[src/rtl/crypt_result_reader.sv]
// Snapshots the ciphertext on start and streams it least-significant chunk first over valid/ready.
// First chunk is visible the cycle after start, then one chunk per cycle while ready stays high.
module crypt_result_reader #(
   parameter int WIDTH = 8,
   parameter int CHUNK = 4
) (
   input  logic             clk,
   input  logic             rstb,
   input  logic             ena,
   input  logic             clear,
   input  logic             start,
   input  logic [WIDTH-1:0] C_ex,
   output logic [CHUNK-1:0] chunk_o,
   output logic             chunk_valid,
   input  logic             chunk_ready,
   output logic             chunk_last,
   output logic             busy,
   output logic             done
);
   localparam int NCHUNK = WIDTH / CHUNK;
   localparam int CW = (NCHUNK > 1) ? $clog2(NCHUNK) : 1;
   localparam logic [CW-1:0] LAST = CW'(NCHUNK - 1);

   typedef enum logic {IDLE, SEND} state_t;

   state_t           state_q, state_d;
   logic [WIDTH-1:0] snap_q, snap_d;
   logic [CW-1:0]    cnt_q, cnt_d;
   logic [CHUNK-1:0] chunk_d;
   logic             done_d;

   // In SEND chunk_valid is always 1, so a ready here is a full handshake.
   always_comb begin
      state_d = state_q;
      snap_d  = snap_q;
      cnt_d   = cnt_q;
      done_d  = 1'b0;
      if (!clear) begin
         state_d = IDLE;
         snap_d  = '0;
         cnt_d   = '0;
      end else begin
         case (state_q)
            IDLE: begin
               if (start) begin
                  state_d = SEND;
                  snap_d  = C_ex;
                  cnt_d   = '0;
               end
            end
            SEND: begin
               if (chunk_ready) begin
                  if (cnt_q == LAST) begin
                     state_d = IDLE;
                     done_d  = 1'b1;
                  end else begin
                     cnt_d = cnt_q + 1'b1;
                  end
               end
            end
            default: state_d = IDLE;
         endcase
      end
   end

   always_comb begin
      chunk_d = '0;
      for (int i = 0; i < NCHUNK; i++) begin
         if (cnt_d == CW'(i)) chunk_d = snap_d[i*CHUNK +: CHUNK];
      end
   end

   always_ff @(posedge clk or negedge rstb) begin
      if (!rstb) begin
         state_q     <= IDLE;
         snap_q      <= '0;
         cnt_q       <= '0;
         chunk_o     <= '0;
         chunk_valid <= 1'b0;
         chunk_last  <= 1'b0;
         busy        <= 1'b0;
         done        <= 1'b0;
      end else if (ena) begin
         state_q     <= state_d;
         snap_q      <= snap_d;
         cnt_q       <= cnt_d;
         chunk_o     <= chunk_d;
         chunk_valid <= (state_d == SEND);
         chunk_last  <= (state_d == SEND) && (cnt_d == LAST);
         busy        <= (state_d == SEND);
         done        <= done_d;
      end
   end
endmodule

[config.mk]
export PLATFORM = sky130hd
export DESIGN_NAME = crypt_result_reader
export DESIGN_NICKNAME = d
export VERILOG_FILES = /design/src/rtl/crypt_result_reader.sv
export SDC_FILE = /design/constraint.sdc
export NUM_CORES = 1
export LEC_CHECK = 0
export CORE_MARGIN = 1.5
export CORE_UTILIZATION = 45
export CTS_BUF_LIST = sky130_fd_sc_hd__clkbuf_4 sky130_fd_sc_hd__clkbuf_8 sky130_fd_sc_hd__clkbuf_16
export DETAILED_ROUTE_END_ITERATION = 6
export MAX_ROUTING_LAYER = met4
export PLACE_DENSITY = 0.82
export SLEW_MARGIN = 20
export SYNTH_ARGS = -nofsm -noshare
export SYNTH_HDL_FRONTEND = slang
export SYNTH_SLANG_ARGS = --single-unit
[constraint.sdc]
create_clock -name clk -period 2.31 [get_ports clk]
set_input_delay 0.462 -clock clk [delete_from_list [all_inputs] [get_ports clk]]
set_output_delay 0.462 -clock clk [all_outputs]
set_load 0.05 [all_outputs]
Yosys cells after proc, flatten, opt, wreduce, memory -nomap -nowiden
Cells that the tools add are included. W data, S select, Z words.

Register bits: 16. Latch bits: 0. Memory bits (writable): 0. ROM bits: 0. Input port bits: 14. Output and inout port bits: 8. Logic and storage cells: 27. Memories kept: 0.

Add/subtract/negate cells: 1. $mul: 0. Divide/modulo/power cells: 0. Order comparisons: 0. Equality and inequality tests: 0. Shifts and indexed selects: 0. Multiplexer cells: 18. Bitwise gates (word level): 1. Reduce and logical (&&, ||, !) cells: 1.

Operators by type and width (number): $mux W8 (3); $mux W1 (12); $mux W4 (1); $pmux W1 S2 (2); $add A1 B1 Y1 const B (1); $logic_and A1 B1 Y1 (1); $not A1 Y1 (1).

Depth between registers and ports, before layout
Depth in word-level cells: 6. Mapped depth: 5. Depth with buffers taken out: 4.

Worst setup path before layout
No wires, ideal clock.

Path type: reg-to-reg. Start: register state_q. End: register chunk_o[2]. Setup time: 0.085 ns. Data arrival time: 1.461 ns. Required time: 2.225 ns. Path slack: 0.764 ns. Cell stages (with the launch flop): 5. Path buffers: 0. Clock period less this slack: 1.546 ns. Cell sequence: dfrtp_1 -> o211ai_1 -> nand2_2 -> mux2_2 -> o22ai_2.

Cells in the longest elaborated chain, start to end: 4. Elaborated cells on any way between the ends: 6. Those cells by class: mux (5); bitwise (1).

Ends and longest elaborated chain: start: declaration (line 26) `state_t state_q, state_d;`; start signal: assignment (line 84) `state_q <= state_d;`; $not A1 Y1; $pmux W1 S2 (line 43) `case (state_q)`; $mux W1 (line 38) `if (!clear) begin`; $mux W4 (*) (line 69) `if (cnt_d == CW'(i)) chunk_d = snap_d[i*CHUNK +: CHUNK];`; end signal: assignment (line 87) `chunk_o <= chunk_d;`; end: declaration (line 13) `output logic [CHUNK-1:0] chunk_o,`.

Every way passes the cells marked *; elsewhere a longest branch is shown, timed or not. A chain may end at the register's enable or synchronous reset.

==> results.txt <==
The net count after synthesis is 90. The type of the setup path with the least slack is reg -> out. The number of buffers inserted by hold repair at cts came out at 0. The post-placement setup slack is 0.3268 ns. The arrival time reported for the critical path endpoint came out at 1.58 ns. The root buffer cell is sky130_fd_sc_hd__clkbuf_4.

The global-route congestion overflow total came out at 0. The highest cell delay on the worst timing path came out at 0.84 ns. Walking the worst path, the cells encountered are clkdlybuf4s50_1. The effective utilization at floorplan is 47.61%.

The final-report max-slew violation count is 0. Entering global routing, the biggest net connects 17 pins. Row generation in the floorplan step produced 15 rows. The height of the die came out at 45.74 microns. After synthesis the cells add up to 822.0 sq um. Summed over all failing endpoints, the final setup total negative slack is 0 ns. The chip width came out at 45.74 microns. Setup repair after global routing left no endpoint under its margin. The quantity of I/O buffers inserted on ports is 21.

The number of library cell types mapped by synthesis came out at 21. For this run, the total global-route usage over all layers was measured as 16.93%. The routed length on met3 came out at 62 microns. The min-delay analysis places its worst path in the category reg -> reg. The hold slack came out at 0.5165 ns. The sequential-to-total area share from yosys stat came out at 48.71%.

In the final design database the tool counted 115 nets. The startpoint identified for the worst register-to-register timing path is state_q. In this run the power density over the cells is 636.2 nW/um^2.

The top routing layer in use is met4. The final setup slack of the worst path came out at 0.2659 ns. Detailed routing placed a total of 681 microns of wire on met2. The total leakage power is 0.4625 nW. The number of hold-slack violations in the final timing report came out at 0.

The total half-perimeter wirelength after legalization and detailed placement is 1.088 mm. The detailed router finished its first iteration with 6 violations. The detailed-routing iteration count for the pre-antenna-repair pass came out at 4. IR analysis of the VDD net gives a maximum drop of 0.2874 mV. The critical path launch point is state_q. Using the TritonRoute via totals, the vias-per-cell ratio works out to 4.992. The post-CTS clock slew at the launch and capture registers of the worst setup and hold paths is 0.09 ns. The instance count of the mapped netlist is 76. The post-route met1 wirelength came out at 697 microns.

The reported max-cap violation count came out at 0. In this design, the largest share of critical-path delay is due to buffers and inverters. The normalized max-slew margin is 52.82%. The count of antenna diodes in the layout is 0. The depth of the CTS H-tree came out at 1. The achievable frequency came out at 489.2 MHz. The die outline area is 2092 sq um. Yosys printed 0 warnings. The CTS tree is built.

The worst-margin pin slew came out at 0.7055 ns. The critical-path maximum fanout came out at 7. STA puts the critical path data required time at 1.85 ns. The post-route total power is 689.4 uW. Among all stages on the critical path, the largest delay is contributed by sky130_fd_sc_hd__clkdlybuf4s50_1. The critical path capture point type is an output pin. The residual DRC count is 0.

The via count of the first global-routing pass was 588. The worst-skew pair later-pin latency is 0.28 ns. The ratio of final minimum period to clock period came out at 88.49%. The worst setup path is launched from a register. The total setup violations reported at the end of the flow is 0. The final estimated routing congestion in global placement is 0.8282. The global-route wire length before repair is 2.449 mm.

The number of buffers between clock root and the deepest sink is 2. Counting I/O delays and the setup requirement, the final critical path takes 2.044 ns. The run finished with clean final reports. In this run the post-CTS setup repair buffer count came out at 0.

The count of clock tree sinks came out at 16. The signed area change from the synthesized netlist to the final layout is 31.81%. After detailed routing, the average wire length per cell comes to 11.94 microns. The total wire length is 1.481 mm. The mean instance size in the synthesized netlist is 10.82 sq um. The share of post-route cells with drive strength above 1 came out at 18.18%.

The remaining antenna violation count is 0. The number of vias after detailed routing came out at 619. The final clock skew came out at 0.003350 ns. The number of flip-flops and latches in the synthesized netlist came out at 16. The number of I/O pins came out at 22.

The total of cells resized after clock tree synthesis is 0. The count of buffer and inverter cells on the critical path came out at 1. The number of antenna violations at the first check in global routing came to 0.

The core box area is 1727 sq um. The critical hold path startpoint is done. The total CTS buffers is 3.
## metal layers
| metal | global-route usage, % | up-vias |
|---|---|---|
| li1 | - | 309 |
| met1 | 20.30 | 289 |
| met2 | 27.32 | 17 |
| met3 | 2.778 | 4 |
| met4 | 8.571 | 0 |
| met5 | - | - |
## final timing paths
| check | to | slack [ns] | cells after the start |
|---|---|---|---|
| min in group asynchronous | snap_q[1] | 0.60 | 1 |
| setup reg to reg | chunk_o[2] | 0.87 | 5 |
| hold reg to reg | done | 0.52 | 2 |
| hold / removal | done | 0.52 | 2 |
| max in group asynchronous | cnt_q | 1.26 | 1 |
| setup / recovery | chunk_valid | 0.27 | 1 |
## cells by family after synthesis
logic type | Yosys count | synth area share, %
xor gates and xnor gates | 1 | 1.066
muxes | 16 | 20.40
DFF | 16 | 48.71
buffers and inverters | 16 | 8.980
and+or+nand+nor | 14 | 8.220
AOI/OAI and AO/OA | 13 | 12.63
## synthesized netlist by cell type
library cell / count / area share, %
sky130_fd_sc_hd__inv_1: 11 / 5.0
sky130_fd_sc_hd__nand4_1: 1 / 0.76
sky130_fd_sc_hd__nand3b_1: 1 / 0.91
sky130_fd_sc_hd__buf_6: 1 / 1.4
sky130_fd_sc_hd__o22ai_1: 7 / 5.3
sky130_fd_sc_hd__clkbuf_1: 1 / 0.46
sky130_fd_sc_hd__a32o_1: 1 / 1.2
sky130_fd_sc_hd__o22ai_2: 3 / 4.6
sky130_fd_sc_hd__buf_2: 2 / 1.2
sky130_fd_sc_hd__dfrtp_1: 16 / 49
sky130_fd_sc_hd__a21oi_1: 1 / 0.61
sky130_fd_sc_hd__nand2_1: 8 / 3.7
sky130_fd_sc_hd__nor2_1: 1 / 0.46
sky130_fd_sc_hd__nand2_2: 1 / 0.76
sky130_fd_sc_hd__mux2_2: 6 / 8.2
sky130_fd_sc_hd__buf_4: 1 / 0.91
sky130_fd_sc_hd__o211ai_1: 1 / 0.91
sky130_fd_sc_hd__nor2b_2: 1 / 1.1
sky130_fd_sc_hd__nand3_1: 1 / 0.61
sky130_fd_sc_hd__xnor2_1: 1 / 1.1
sky130_fd_sc_hd__mux2i_1: 10 / 12
## state kept, by name, summed over array words and instances, names as in the netlist
signal      count
snap_q          8
chunk_o         4
cnt_q           1
state_q         1
done            1
chunk_last      1
## through the flow
stage / area, sq um / util (%) / cells
after floorplan: 822.0 / - / 76
after global placement: 1061 / 61.45 / 121
after detailed placement: 1061 / 61.45 / 121
after CTS: 1084 / 62.75 / 124
after global routing: 1084 / 62.75 / 124
final: 1084 / 62.75 / 124
## report_power, final
part,switching (mW),leakage (nW),internal [mW]
Clock,0.0797,0.0138,0.0604
Sequential,0.0208,0.214,0.308
Combinational,0.120,0.235,0.100
Total,0.221,0.463,0.468
## placed cells by master (no fill, tap or decap)
cell and instances:
sky130_fd_sc_hd__nor2_1 1, sky130_fd_sc_hd__xnor2_1 1, sky130_fd_sc_hd__dfrtp_1 16, sky130_fd_sc_hd__o22ai_2 3, sky130_fd_sc_hd__a32o_1 1, sky130_fd_sc_hd__clkdlybuf4s50_1 21, sky130_fd_sc_hd__clkbuf_4 3, sky130_fd_sc_hd__o211ai_1 1
sky130_fd_sc_hd__nand3b_1 1, sky130_fd_sc_hd__o22ai_1 7, sky130_fd_sc_hd__inv_1 11, sky130_fd_sc_hd__a21oi_1 1, sky130_fd_sc_hd__nor2b_2 1, sky130_fd_sc_hd__nand4_1 1, sky130_fd_sc_hd__mux2_2 6, sky130_fd_sc_hd__nand2_1 8
sky130_fd_sc_hd__nand2_2 1, sky130_fd_sc_hd__buf_4 4, sky130_fd_sc_hd__nand3_1 1, sky130_fd_sc_hd__mux2i_1 10
## worst register-to-register path: cells and delay by family, from the launching register on
kind / cells / cell delay [ns]
muxes: 2 / 0.48
AOI/OAI and AO/OA: 1 / 0.06
and+or+nand+nor: 1 / 0.16
DFF: 1 / 0.46
buffers and inverters: 1 / 0.16
## final cells by class
class | count | area [sq um]
clock buffers | 3 | 22.52
fillers | 151 | 643.1
inverters | 11 | 41.29
multi-input cells | 44 | 347.8
flip-flops and latches | 16 | 400.4
well taps | 25 | 31.28
repair buffers | 25 | 240.2
Power figures use the tool's default switching activity.
